### config.mk
export PLATFORM = sky130hd
export DESIGN_NAME = ahb_mux_p
export DESIGN_NICKNAME = d
export VERILOG_FILES = /design/src/rtl/ahb_mux_p.sv
export SDC_FILE = /design/constraint.sdc
export NUM_CORES = 1
export LEC_CHECK = 0
export CORE_AREA = 2 2 115 117
export DETAILED_ROUTE_END_ITERATION = 10
export DIE_AREA = 0 0 117 119
export PLACE_DENSITY_LB_ADDON = 0.12
export SLEW_MARGIN = 10
export SYNTH_ARGS = -nofsm -noshare
export SYNTH_HDL_FRONTEND = slang
export SYNTH_SLANG_ARGS = --single-unit
### constraint.sdc
create_clock -name HCLK_I -period 2 [get_ports HCLK_I]
set_clock_uncertainty 0.15 [all_clocks]
set_input_delay 0.2 -clock HCLK_I [delete_from_list [all_inputs] [get_ports HCLK_I]]
set_output_delay 0.2 -clock HCLK_I [all_outputs]
set_load 0.005 [all_outputs]
### src/rtl/ahb_mux_p.sv
// ahb_mux_p: AHB-lite read-data/response mux between one master and NSLAVES slaves.
// Registers the data-phase slave index and returns that slave's HRDATA/HREADY/HRESP
// to the master. A built-in default slave answers decode misses with a two-cycle ERROR.
// Optional feature macro: AHB_MUX_TIMEOUT_EN adds a wait-state limit that forces a
// two-cycle ERROR (and a TIMEOUT_O pulse) when a selected slave stalls too long.
//
// Handshake: an address phase is accepted when M_HREADY_I=1 and M_HTRANS_I is NONSEQ
// or SEQ. The data phase of an accepted transfer completes in the first cycle
// M_HREADY_O=1; the next address phase may be accepted in that same cycle.

module ahb_mux_p #(
    parameter int NSLAVES = 7,
    parameter int SELW    = 3,
    parameter int DW      = 32,
    parameter int TIMEOUT = 256
) (
    input  logic                  HCLK_I,
    input  logic                  HRESET_I,
    input  logic [SELW-1:0]       M_SEL_I,
    input  logic [1:0]            M_HTRANS_I,
    input  logic                  M_HREADY_I,
    output logic                  M_HREADY_O,
    output logic                  M_HRESP_O,
    output logic [DW-1:0]         M_HRDATA_O,
    output logic [NSLAVES-1:0]    S_SEL_O,
    output logic                  S_HREADY_O,
    input  logic [NSLAVES-1:0]    S_HREADY_I,
    input  logic [NSLAVES-1:0]    S_HRESP_I,
    input  logic [NSLAVES*DW-1:0] S_HRDATA_I,
    output logic                  DECERR_O,
    output logic                  TIMEOUT_O,
    output logic [1:0]            dbg_state,
    output logic [SELW-1:0]       dbg_sel_d
);

    // FSM encoding
    localparam logic [1:0] ST_IDLE = 2'd0;
    localparam logic [1:0] ST_DATA = 2'd1;
    localparam logic [1:0] ST_ERR1 = 2'd2;
    localparam logic [1:0] ST_ERR2 = 2'd3;

    // Highest mapped select value, one bit wider than the select so the compare is safe
    localparam logic [SELW:0] LAST_SEL = (SELW+1)'(NSLAVES);

    // Elaboration-time sanity check of the parameter set
    generate
        if (TIMEOUT < 2 || (2 ** SELW) <= NSLAVES) begin : g_bad_params
            $error("ahb_mux_p: need TIMEOUT>=2 and 2**SELW > NSLAVES");
        end
    endgenerate

    logic [1:0]      state;
    logic [1:0]      state_nxt;
    logic [SELW-1:0] sel_d;
    logic            accept;
    logic            mapped;
    logic            phase_done;
    logic            decerr_nxt;
    logic            timeout_nxt;
    logic            slv_ready;
    logic            slv_resp;
    logic [DW-1:0]   slv_data;
    logic            htrans_unused;

    // Only HTRANS[1] distinguishes NONSEQ/SEQ from IDLE/BUSY
    assign htrans_unused = M_HTRANS_I[0];

    assign accept = M_HREADY_I & M_HTRANS_I[1];
    assign mapped = (M_SEL_I != '0) && ({1'b0, M_SEL_I} <= LAST_SEL);

    // Address-phase decode: one-hot HSEL, all zero for unmapped select values
    always_comb begin
        S_SEL_O = '0;
        for (int k = 0; k < NSLAVES; k++) begin
            S_SEL_O[k] = (M_SEL_I == SELW'(k + 1));
        end
    end

    // Data-phase slave response selected by the registered index
    always_comb begin
        slv_ready = 1'b0;
        slv_resp  = 1'b0;
        slv_data  = '0;
        for (int k = 1; k <= NSLAVES; k++) begin
            if (sel_d == SELW'(k)) begin
                slv_ready = S_HREADY_I[k-1];
                slv_resp  = S_HRESP_I[k-1];
                slv_data  = S_HRDATA_I[(k-1)*DW +: DW];
            end
        end
    end

    // Data-phase slave index, captured with each accepted address phase
    always_ff @(posedge HCLK_I) begin
        if (HRESET_I) begin
            sel_d <= '0;
        end else if (accept) begin
            sel_d <= M_SEL_I;
        end
    end

`ifdef AHB_MUX_TIMEOUT_EN
    localparam int               CW       = (TIMEOUT > 2) ? $clog2(TIMEOUT) : 1;
    localparam logic [CW-1:0]    CNT_LAST = CW'(TIMEOUT - 1);

    logic [CW-1:0] wait_cnt;
    logic [CW-1:0] wait_cnt_nxt;
    logic          wait_expired;

    // The slave has used up its wait-state allowance in this cycle
    assign wait_expired = (state == ST_DATA) && !slv_ready && (wait_cnt == CNT_LAST);

    // Wait counter: cleared on entry to DATA, counts DATA cycles with the slave stalling
    always_comb begin
        wait_cnt_nxt = wait_cnt;
        if (state_nxt == ST_DATA && state != ST_DATA) begin
            wait_cnt_nxt = '0;
        end else if (state == ST_DATA && state_nxt == ST_DATA && !slv_ready) begin
            wait_cnt_nxt = wait_cnt + 1'b1;
        end else if (state_nxt == ST_DATA) begin
            wait_cnt_nxt = '0;
        end
    end

    // Wait counter register
    always_ff @(posedge HCLK_I) begin
        if (HRESET_I) begin
            wait_cnt <= '0;
        end else begin
            wait_cnt <= wait_cnt_nxt;
        end
    end
`else
    logic wait_expired;

    // Without the timeout feature a stalled slave is waited on indefinitely
    assign wait_expired = 1'b0;
`endif

    // Next-state logic: each completed phase hands over to the next accepted transfer
    always_comb begin
        state_nxt   = state;
        decerr_nxt  = 1'b0;
        timeout_nxt = 1'b0;
        phase_done  = 1'b0;
        case (state)
            ST_IDLE: phase_done = 1'b1;
            ST_DATA: begin
                if (slv_ready) begin
                    phase_done = 1'b1;
                end else if (wait_expired) begin
                    state_nxt   = ST_ERR1;
                    timeout_nxt = 1'b1;
                end
            end
            ST_ERR1: state_nxt = ST_ERR2;
            ST_ERR2: phase_done = 1'b1;
            default: state_nxt = ST_IDLE;
        endcase
        if (phase_done) begin
            if (accept && mapped) begin
                state_nxt = ST_DATA;
            end else if (accept) begin
                state_nxt  = ST_ERR1;
                decerr_nxt = 1'b1;
            end else begin
                state_nxt = ST_IDLE;
            end
        end
    end

    // State register and registered error-entry pulses
    always_ff @(posedge HCLK_I) begin
        if (HRESET_I) begin
            state     <= ST_IDLE;
            DECERR_O  <= 1'b0;
            TIMEOUT_O <= 1'b0;
        end else begin
            state     <= state_nxt;
            DECERR_O  <= decerr_nxt;
            TIMEOUT_O <= timeout_nxt;
        end
    end

    // Master-side response per state; the default slave drives zero data
    always_comb begin
        M_HREADY_O = 1'b1;
        M_HRESP_O  = 1'b0;
        M_HRDATA_O = '0;
        case (state)
            ST_IDLE: begin
                M_HREADY_O = 1'b1;
                M_HRESP_O  = 1'b0;
            end
            ST_DATA: begin
                M_HREADY_O = slv_ready;
                M_HRESP_O  = slv_resp;
                M_HRDATA_O = slv_data;
            end
            ST_ERR1: begin
                M_HREADY_O = 1'b0;
                M_HRESP_O  = 1'b1;
            end
            ST_ERR2: begin
                M_HREADY_O = 1'b1;
                M_HRESP_O  = 1'b1;
            end
            default: begin
                M_HREADY_O = 1'b1;
                M_HRESP_O  = 1'b0;
            end
        endcase
    end

    assign S_HREADY_O = M_HREADY_O;
    assign dbg_state  = state;
    assign dbg_sel_d  = sel_d;

endmodule
==> run_summary.xml <==
<?xml version="1.0" encoding="UTF-8"?>
<metrics>
  <group name="status">
    <metric name="outcome" unit="">finished with violations</metric>
    <metric name="violations_in_the_final_reports" unit="">setup timing</metric>
  </group>
  <group name="critical_path">
    <metric name="path_cells" unit="">buf_8 &gt; nor2b_4 &gt; buf_12 &gt; buf_12 &gt; buf_6 &gt; buf_6 &gt; a21o_1 &gt; a22o_1 &gt; o21ai_1 &gt; a21oi_1 &gt; buf_2</metric>
    <metric name="worst-endpoint-arrival" unit="ps">1910</metric>
    <metric name="crit_slowest_cell" unit="">sky130_fd_sc_hd__dfxtp_4</metric>
    <metric name="critPathCaptureType" unit="">output port</metric>
    <metric name="critical_path_peak_fanout" unit="">4</metric>
    <metric name="worst-setup-path-type" unit="">reg -&gt; out</metric>
    <metric name="required_time_worst_endpoint" unit="ps">1650</metric>
    <metric name="startpoint_type" unit="">register</metric>
    <metric name="worst_path_largest_cell_delay" unit="ps">350</metric>
  </group>
  <group name="routing">
    <metric name="detailedRoute.firstPassIterationCount" unit="">4</metric>
    <metric name="postRouteWirelength" unit="mm">16.5</metric>
    <metric name="remaining_drc_errors" unit="">0</metric>
    <metric name="antenna_violating_nets_post_route" unit="">0</metric>
    <metric name="route.detailed.vias_per_inst" unit="">4.83</metric>
    <metric name="routed_via_count" unit="">4637</metric>
    <metric name="number_of_violations_reported_at_the_end_of_detailed_routing_iteration_0" unit="">147</metric>
    <metric name="wl_per_cell" unit="um">17.2</metric>
  </group>
  <group name="timing">
    <metric name="finalMaxSlewViolations" unit="">0</metric>
    <metric name="hold_vio_cnt_final" unit="">0</metric>
    <metric name="rsz0062_at_grt" unit="">yes</metric>
    <metric name="timing.final.crit_period" unit="ps">2260</metric>
    <metric name="setup_ws_final" unit="ps">-265</metric>
    <metric name="fmaxAchievable" unit="MHz">442</metric>
    <metric name="setup-tns-final" unit="ps">-7390</metric>
    <metric name="post-route-period-util" unit="%">113</metric>
    <metric name="worst_hold_slack" unit="ps">256</metric>
    <metric name="setup_viol" unit="">38</metric>
  </group>
  <group name="synth">
    <metric name="synth.top_cells.by_area" unit="">sky130_fd_sc_hd__mux2i_1, sky130_fd_sc_hd__a21oi_1, sky130_fd_sc_hd__o21ai_0, sky130_fd_sc_hd__a22o_1, sky130_fd_sc_hd__a21o_1</metric>
    <metric name="yosysWarningCount" unit="">0</metric>
    <metric name="synth_top_area_share" unit="%">13.1</metric>
    <metric name="synthesis.instances" unit="">441</metric>
    <metric name="synth.avg_cell_area" unit="um^2">6.07</metric>
    <metric name="synth_edf_count" unit="">0</metric>
    <metric name="synth_seq_cells" unit="">6</metric>
    <metric name="ys_async_sr_fraction" unit="%">0</metric>
    <metric name="synth_top_cells_by_count" unit="">sky130_fd_sc_hd__a21oi_1, sky130_fd_sc_hd__o21ai_0, sky130_fd_sc_hd__nand2_1</metric>
    <metric name="synth_top_area_cell" unit="">sky130_fd_sc_hd__mux2i_1</metric>
    <metric name="ys.flop_type" unit="">sky130_fd_sc_hd__dfxtp_1</metric>
    <metric name="synth.lib_cells_used.distinct" unit="">32</metric>
    <metric name="postSynthNetCount" unit="">692</metric>
    <metric name="synth.yosys.seq_area_share" unit="%">4.48</metric>
    <metric name="most_used_standard_cell_by_instance_count_after_synthesis" unit="">sky130_fd_sc_hd__a21oi_1</metric>
    <metric name="syn-cell-area" unit="mm^2">0.00268</metric>
  </group>
  <group name="clock_tree">
    <metric name="cts_made_buffers" unit="">3</metric>
    <metric name="worst_setup_hold_path_clk_slew" unit="ps">30</metric>
    <metric name="cell_at_the_root_of_the_clock_tree" unit="">sky130_fd_sc_hd__clkbuf_16</metric>
    <metric name="worstSkewPairLatency" unit="ps">230</metric>
    <metric name="cts_buffer_depth" unit="">2</metric>
    <metric name="clock_sink_count" unit="">6</metric>
    <metric name="cts_tree" unit="">built</metric>
    <metric name="cts-hold-fix-buffers" unit="">0</metric>
    <metric name="htree_num_levels" unit="">1</metric>
  </group>
  <group name="die">
    <metric name="rows" unit="">42</metric>
    <metric name="io_pins" unit="">295</metric>
    <metric name="start_util" unit="%">20.8</metric>
    <metric name="die-area" unit="mm^2">0.0139</metric>
    <metric name="chipHeight" unit="um">119</metric>
    <metric name="die_w" unit="um">117</metric>
    <metric name="core_region_area" unit="mm^2">0.0129</metric>
  </group>
  <group name="global_route">
    <metric name="grt_pass1_vias" unit="">4851</metric>
    <metric name="global_route_wire_length_before_repair" unit="mm">24.2</metric>
    <metric name="pin_count_of_the_biggest_net_entering_global_routing" unit="">28</metric>
    <metric name="antenna_found_initial" unit="">0</metric>
    <metric name="grt_overflow_total" unit="">0</metric>
    <metric name="grtUsageTotal" unit="%">21.9</metric>
  </group>
  <group name="pwr">
    <metric name="combPwrFrac" unit="%">79.3</metric>
    <metric name="switchingPower" unit="W">0.000841</metric>
    <metric name="total_power" unit="W">0.00240</metric>
    <metric name="total_leakage_power" unit="nW">2.95</metric>
    <metric name="power.clock.fraction" unit="%">14.2</metric>
    <metric name="power_report.internal_total" unit="W">0.00156</metric>
    <metric name="p_sw_share" unit="%">35.1</metric>
    <metric name="power_density" unit="mW/mm^2">345</metric>
    <metric name="power.ir.vdd_worst" unit="uV">372</metric>
    <metric name="share_seq_of_total_power" unit="%">6.5</metric>
  </group>
  <group name="finish">
    <metric name="drive_gt1_share" unit="%">22.7</metric>
    <metric name="num-fill-cells" unit="">1309</metric>
    <metric name="antenna_cells_inserted" unit="">0</metric>
    <metric name="synthToLayoutAreaGrowth" unit="%">160</metric>
    <metric name="utilization" unit="%">54.0</metric>
    <metric name="fin_nets" unit="">1036</metric>
  </group>
  <group name="place">
    <metric name="routabilityCongestion" unit="">0.787</metric>
    <metric name="port-buffer-count" unit="">292</metric>
    <metric name="hpwlAfterDp" unit="mm">11.9</metric>
  </group>
  <group name="hold_path">
    <metric name="min_delay_path_class" unit="">in -&gt; reg</metric>
  </group>
  <group name="flow_run">
    <metric name="max_cap_violations" unit="">0</metric>
  </group>
</metrics>
## cell type report
class                           count  area [um^2]  area share [%]
Sequential cell                     6          129            1.85
Tap cell                          176          220            3.17
Timing Repair Buffer              390         3970            57.1
Inverter                           36          135            1.94
Clock buffer                        4         78.8            1.13
Multi-Input combinational cell    348         2420            34.8
## state kept, by name (all words and copies together), names as in the netlist
register and count:
dbg_state 2, DECERR_O 1, dbg_sel_d 3
## through the flow
step	cell area, um^2	worst slack, ps	std cells
finish	6960	-265	960
global route	6960	-369	960
CTS	6870	-297	959
detailed placement	6190	-639	908
global placement	6190	-622	908
floorplan	2680	105	441
## what timing repair did
action	CTS	global route
endpoints found under the hold margin	0	0
gates resized for setup	223	32
pin swaps	49	30
gates cloned	8	1
setup buffers	40	5
endpoints found under the setup margin	38	39
## power groups by stage
stage | clock [W] | combinational (W) | sequential (W)
CTS | 0.000342 | 0.00182 | 0.000157
global route | 0.000350 | 0.00205 | 0.000158
detailed placement | 0 | 0.00168 | 0.000159
global placement | 0 | 0.00166 | 0.000156
floorplan | 0 | 0.000620 | 0.000168
finish | 0.000342 | 0.00190 | 0.000155
## cell usage in the layout (no fill, tap or decap), types with 2 or more instances in the layout
| cell | instances |
|---|---|
| sky130_fd_sc_hd__o21ai_1 | 26 |
| sky130_fd_sc_hd__nor3_2 | 2 |
| sky130_fd_sc_hd__dfxtp_1 | 3 |
| sky130_fd_sc_hd__nor2_1 | 6 |
| sky130_fd_sc_hd__a21o_1 | 31 |
| sky130_fd_sc_hd__buf_4 | 48 |
| sky130_fd_sc_hd__o22ai_2 | 2 |
| sky130_fd_sc_hd__buf_16 | 5 |
| sky130_fd_sc_hd__a21oi_2 | 5 |
| sky130_fd_sc_hd__ha_1 | 5 |
| sky130_fd_sc_hd__clkbuf_16 | 3 |
| sky130_fd_sc_hd__clkdlybuf4s50_1 | 256 |
| sky130_fd_sc_hd__mux2i_1 | 31 |
| sky130_fd_sc_hd__mux2i_2 | 3 |
| sky130_fd_sc_hd__dfxtp_4 | 2 |
| sky130_fd_sc_hd__inv_1 | 36 |
| sky130_fd_sc_hd__nand2_1 | 41 |
| sky130_fd_sc_hd__buf_2 | 34 |
| sky130_fd_sc_hd__nand2b_1 | 2 |
| sky130_fd_sc_hd__o22ai_1 | 29 |
| sky130_fd_sc_hd__nand2_2 | 3 |
| sky130_fd_sc_hd__a22o_1 | 31 |
| sky130_fd_sc_hd__a221oi_2 | 2 |
| sky130_fd_sc_hd__buf_8 | 7 |
| sky130_fd_sc_hd__buf_12 | 19 |
| sky130_fd_sc_hd__nand3_1 | 5 |
| sky130_fd_sc_hd__buf_6 | 18 |
| sky130_fd_sc_hd__nor2b_4 | 4 |
| sky130_fd_sc_hd__o21ai_0 | 32 |
| sky130_fd_sc_hd__nor3b_1 | 3 |
| sky130_fd_sc_hd__a21oi_1 | 62 |
| sky130_fd_sc_hd__a211oi_2 | 2 |
| sky130_fd_sc_hd__o21ai_2 | 5 |
## layer usage
metal	GRT usage (%)	part of all wire, %	vias up
met2	41.2	50	183
li1	-	-	2295
met4	3.60	1.3	0
met1	25.8	40	2142
met5	0	0	-
met3	3.61	8.1	17
## worst max-delay path: cells and delay by family (launching register included)
family	cells	cell delay (ps)
flip-flops	1	350
AND/OR/NAND/NOR	1	140
AO/OA/AOI/OAI	4	480
buffers and inverters	6	710
## logic make-up (layout without fill, tap and decap cells)
family / Yosys count / count (layout) / share of synthesized area (%)
adder cells (fa/ha/maj): 5 / 5 / 2.34
AND/OR/NAND/NOR: 71 / 73 / 11.9
flip-flops: 6 / 6 / 4.48
multiplexers: 38 / 38 / 14.8
other: 1 / 1 / 0.140
buffers and inverters: 89 / 430 / 13.4
AO/OA/AOI/OAI: 231 / 231 / 53.0
## path summary, 6_finish.rpt
kind	start	endpoint	slack (ps)	cells after the start
hold / removal	M_SEL_I[2]	dbg_sel_d[2]$_SDFFE_PP0P_	260	3
setup reg to reg	dbg_sel_d[1]$_SDFFE_PP0P_	dbg_state[1]$_SDFFE_PP0P_	-220	8
setup / recovery	dbg_sel_d[1]$_SDFFE_PP0P_	M_HRDATA_O[25]	-260	11
hold reg to reg	dbg_state[1]$_SDFFE_PP0P_	dbg_state[1]$_SDFFE_PP0P_	530	3
Power figures use the tool's default switching activity.
==> edit 1: new RTL, same settings <==
Put one more register stage on the output `dbg_sel_d`. The value now appears one clock later. The other outputs are not delayed to match.
--- a/src/rtl/ahb_mux_p.sv
+++ b/src/rtl/ahb_mux_p.sv
@@ -214,6 +214,8 @@
 
     assign S_HREADY_O = M_HREADY_O;
     assign dbg_state  = state;
-    assign dbg_sel_d  = sel_d;
+    always_ff @(posedge HCLK_I) begin
+        dbg_sel_d <= sel_d;
+    end
 
 endmodule
Check against the original RTL: not equivalent (Yosys sat finds a counterexample within 4 cycles, from zero or initial values and one cycle with HRESET_I high).
==> edit 1 against the unedited design <==
  * The flow still finishes with violations (setup timing)
  * Clock power increased by 3%
  * Combinational power down 34%
  * Wire length decreased by 1.6%
  * Cell area increased by 0.76%
  * Global-route usage increased by 0.24 points
  * Area after synthesis fell by 9.2%
  * Sequential cell count up 3
  * Total power down 25%
  * Critical path depth down 4
  * Setup slack got worse by 0.034 ns
  * Non-clock buffer count shrank 5
  * Count of clock-buffer cells in the layout unchanged
  * Hold slack improved by 0.16 ns
==> edit 1: results (changes against the unedited design) <==
Final layout
The multi-input combinational cell count is 252 (-28%). The filler cell count came to 1,193 (-8.9%). The share of final-layout standard cells stronger than drive strength 1 came to 0.389 (+0.162). The share of cell area taken by flip-flops and latches came to 0.0270 (+0.00843).

The buffer count excluding the clock tree in the final layout is 385 (-1.3%). The final antenna diode count was 1 (+1).

Synth
The part of the Yosys area used for sequential elements is 0.0741 (+0.0293). The adder and majority cell fraction of the synthesized area is 0.0257 (+0.00238). The mux cell area share after synthesis was 0.312 (+0.164). The net count after synthesis is 560 (-19%). The average footprint of a synthesized cell came to 7.87 sq um (+30%).

By area the synthesized netlist is led by mux2_1, a221oi_1, a211oi_1, o22ai_1, dfxtp_1. The fraction of the mapped netlist area in compound gates is 0.418 (-0.112). Ranked by instance count, the synthesized netlist is headed by mux2_1, a211oi_1, a221oi_1, o22ai_1, o21ai_0. The number of distinct standard cells referenced by the synthesized netlist is 42 (+31%).

Global routing
The number of antenna violations at the first check in global routing is 1 (+1). The maximum number of pins on one net before global-route repair is 22 (-21%). The all-layer global routing usage was 0.221 (+0.00239). The via count of the first global-routing pass was 4,537 (-6.5%).

Worst setup path
The worst reg2reg path endpoint is dbg_state[0]. The worst endpoint data arrival time came to 1.95 ns (+0.04 ns). The end point of the critical path is M_HREADY_O. In this run the worst setup path begins at sel_d[1]. The reg-to-reg setup timing slack is 0.06 ns (+0.28 ns). The length in cells of the worst reg-to-reg path was 7 (-1).

Outcome
The final reports fail on setup timing. The flow ran to the end, but the final reports show violations.

Clock tree
The number of sinks driven by the clock tree was 9 (+3).

Worst hold path
In this run the worst hold path is classified as register to register.

Power
The leakage component of the power is 2.67 nW (-9.6%). The power density relative to cell area came to 257 nW/um^2 (-25%).

Placement
The cell area reported after detailed placement is 5870 sq um (-5.1%). The half-perimeter wire length of the detailed placement result came to 11,800 microns (-0.81%). The count of placed standard cells including taps is 780 (-14%).

Route
The routed length per placed instance is 19.6 microns (+14%). The total wire length is 16,300 microns (-1.6%).

STA
The post-route worst setup slack came to -0.299 ns (-0.0343 ns). The setup-violating endpoint count in the final report is 35 (-7.9%).
-- edit 1: routing by layer --
layer	share of wire	up-vias	GRT usage	wire length (microns)
met5	0	-	0	0
met4	0.025	0	0.0662	407
met3	0.083	32	0.0504	1360
met2	0.50	186	0.409	8160
met1	0.39	1989	0.246	6340
li1	-	1967	-	-
-- edit 1: timing repair --
item                       4_1_cts  5_1_grt
pin swaps                       62       26
cloned                           4        0
hold endpoints to repair         0        0
gates resized for setup        301       25
setup endpoints to repair       35       38
buffers inserted                44        4
-- edit 1: through the flow --
stage | power [mW] | setup WS [ns] | TNS, ns
after floorplan | 0.520 | 0.0567 | 0
after global placement | 1.18 | -0.562 | -8.04
after detailed placement | 1.19 | -0.540 | -8.63
after CTS | 1.78 | -0.356 | -4.20
after global routing | 1.90 | -0.396 | -8.27
final | 1.80 | -0.299 | -5.75
-- edit 1: worst min-delay path by stage --
stage | start | to | slack (ns) | cells past startpoint
after floorplan | HRESET_I | sel_d[0] | 0.12 | 1
after global placement | sel_d[2] | dbg_sel_d[2] | 0.40 | 1
after detailed placement | sel_d[2] | dbg_sel_d[2] | 0.40 | 1
after CTS | sel_d[0] | sel_d[0] | 0.41 | 2
after global routing | sel_d[0] | sel_d[0] | 0.43 | 2
final | sel_d[0] | sel_d[0] | 0.41 | 2
-- edit 1: power by group --
group | switching, mW | leakage [nW] | total [mW] | internal, mW
Clock | 0.0860 | 0.0382 | 0.352 | 0.266
Sequential | 0.00957 | 0.0753 | 0.197 | 0.187
Combinational | 0.421 | 2.56 | 1.25 | 0.831
-- edit 1: worst max-delay path, stage by stage, from the launching register on --
cell and delay (ns):
dfxtp_4 0.35, buf_6 0.12, mux2_4 0.29, a222oi_1 0.39
buf_4 0.19, o21bai_1 0.06, a31o_1 0.19, buf_2 0.13
==> edit 2: new RTL, same flow settings <==
Made on the original files. Set the parameter `SELW` to 4 (it was 3).
--- a/src/rtl/ahb_mux_p.sv
+++ b/src/rtl/ahb_mux_p.sv
@@ -10,7 +10,7 @@
 
 module ahb_mux_p #(
     parameter int NSLAVES = 7,
-    parameter int SELW    = 3,
+    parameter int SELW    = 4,
     parameter int DW      = 32,
     parameter int TIMEOUT = 256
 ) (
Ports: changed (resized M_SEL_I and dbg_sel_d); port bits go from 295 to 297. The function was not compared with the original's and may differ.
==> edit 2 against the unedited design <==
  * The run still ends with setup timing left
  * Sequential cell count increased by 1
  * Sequential share of layout area increased by 0.47 points
  * Wire length down 0.14%
  * Register-to-register slack better by 0.20 ns
  * Critical path type unchanged
  * Setup slack gained 0.098 ns
  * Cell area decreased by 4.1%
  * First-iteration DRC count increased by 16%
  * Critical path depth is 2 lower
  * Total power down 15%
  * Non-clock buffer count is 1 lower
  * Area after synthesis shrank 16%
==> edit 2: results (changes against the unedited design) <==
Outcome
The run finished, with violations left. The checks that failed: setup timing.

Route
The total wire length is 16,500 microns (-0.14%). The via-per-instance ratio is 4.87 (+0.74%). The detailed router's first-iteration violation count is 171 (+16%).

The number of detailed-route iterations in the first pass is 6 (+2).

Synth
By count the netlist is led by a22oi_1, a31oi_1, mux2_2. In the synthesized netlist the dominant register cell turns out to be dfxtp_1. The part of the Yosys area used for sequential elements is 0.0624 (+0.0176). By area the synthesized netlist is led by a22oi_1, mux2_2, a31oi_1, dfxtp_1, buf_2. The net count after synthesis is 560 (-19%). The number of distinct standard cells referenced by the synthesized netlist is 39 (+22%).

STA
The worst hold margin is 0.341 ns (+0.0857 ns). The post-route worst setup slack was -0.167 ns (+0.0980 ns). The sum of negative setup slack is -3.41 ns (+3.98 ns). The setup-violating endpoint count in the final report is 36 (-5.3%).

Placement
The count of placed standard cells including taps was 805 (-11%). The last weighted congestion value of the routability-driven placer is 0.861 (+9.4%). The cell area reported after detailed placement is 5860 sq um (-5.3%). The number of input and output port buffers inserted came to 294 (+0.68%). The setup slack after placement is -0.450 ns (+0.189 ns).

Global routing
The via count of the first global-routing pass was 4,368 (-10%). The global-route wire length before repair is 23,600 microns (-2.2%). The number of antenna violations at the first check in global routing was 1 (+1). The maximum number of pins on one net before global-route repair is 22 (-21%).

Worst setup path
The largest stage delay on the critical path is 0.35 ns (about the same). The length in cells of the worst reg-to-reg path came to 9 (+1). The largest driver fanout on the critical path is 5 (+1).

The worst endpoint data arrival time is 1.82 ns (-0.09 ns). The reg-to-reg setup timing slack is -0.02 ns (+0.20 ns). The startpoint identified for the worst register-to-register timing path is dbg_sel_d[0].

Worst hold path
The path with the worst hold slack has its endpoint at dbg_sel_d[1]. The worst hold path depth is 4 (+1). The startpoint identified for the worst hold timing path is M_SEL_I[1].

Final layout
The share of final-layout standard cells stronger than drive strength 1 came to 0.354 (+0.127). The filler cell count is 1,230 (-6.0%). The flip-flop count of the largest register after layout is 4 (+1). The number of cells in the finished layout apart from fillers is 844 (-12%).

The post-layout net count is 920 (-11%).

Power
The reported net switching power is 0.665 mW (-21%).
==> edit 2: changes by cell type in the layout (fill, tap and decap cells not counted), moves of 25 or more <==
| cell | change |
|---|---|
| a22oi_2 | +43 |
| a22oi_1 | +51 |
| a22o_1 | -30 |
| o21ai_1 | -25 |
| mux2i_1 | -30 |
| o21ai_0 | -30 |
| a21o_1 | -29 |
| nand2_1 | -33 |
| mux2_2 | +30 |
| a31oi_1 | +31 |
| a21oi_1 | -52 |
| inv_1 | -29 |
| o22ai_1 | -26 |
==> edit 2: cell type report <==
class	count	share of cell area
Inverter	8	0.00488
Sequential cell	7	0.0233
Timing Repair Buffer	389	0.592
Antenna cell	1	0.000375
Multi-Input combinational cell	259	0.335
Clock buffer	4	0.0118
Tap cell	176	0.0330
==> edit 2: kinds of logic after synthesis <==
| kind of cell | count (synthesis) | synth area share |
|---|---|---|
| adder cells (fa/ha/maj) | 5 | 0.0279 |
| AND/OR/NAND/NOR | 60 | 0.149 |
| buffers and inverters | 42 | 0.0881 |
| AO/OA/AOI/OAI | 160 | 0.506 |
| multiplexers | 33 | 0.164 |
| flip-flops | 7 | 0.0624 |
| other | 1 | 0.00167 |
==> edit 2: worst max-delay path by stage <==
stage / start / end / slack [ns]
2_1_floorplan: dbg_sel_d[1] / S_HREADY_O / 0.19
3_3_place_gp: S_HREADY_I[0] / S_HREADY_O / -0.44
3_5_place_dp: S_HREADY_I[0] / S_HREADY_O / -0.45
4_1_cts: dbg_sel_d[0] / M_HRDATA_O[5] / -0.18
5_1_grt: dbg_sel_d[0] / M_HRESP_O / -0.23
6_report: dbg_sel_d[0] / M_HRDATA_O[0] / -0.17
==> edit 2: power by group through the flow <==
stage               sequential (mW)  clock, mW  combinational, mW
floorplan                     0.181          0              0.481
global placement              0.176          0               1.40
detailed placement            0.177          0               1.41
CTS                           0.172      0.336               1.52
global route                  0.173      0.346               1.63
finish                        0.171      0.338               1.52
==> edit 2: routing by layer <==
metal / share of wire / up-vias / track usage
met3: 0.080 / 21 / 0.0356
met1: 0.40 / 1909 / 0.267
li1: - / 1982 / -
met2: 0.50 / 195 / 0.393
met5: 0 / - / 0
met4: 0.019 / 0 / 0.0434
==> edit 2: timing repair <==
action,in CTS,in global routing
cloned,7,2
resized for setup,230,37
endpoints found under the setup margin,35,36
hold buffers,0,0
pin swaps,42,32
buffers inserted,19,10
==> edit 2: worst max-delay path, delay by kind of cell, from the launching register on <==
family / cells / cell delay [ns]
AO/OA/AOI/OAI: 2 / 0.27
buffers and inverters: 5 / 0.65
AND/OR/NAND/NOR: 2 / 0.32
flip-flops: 1 / 0.35
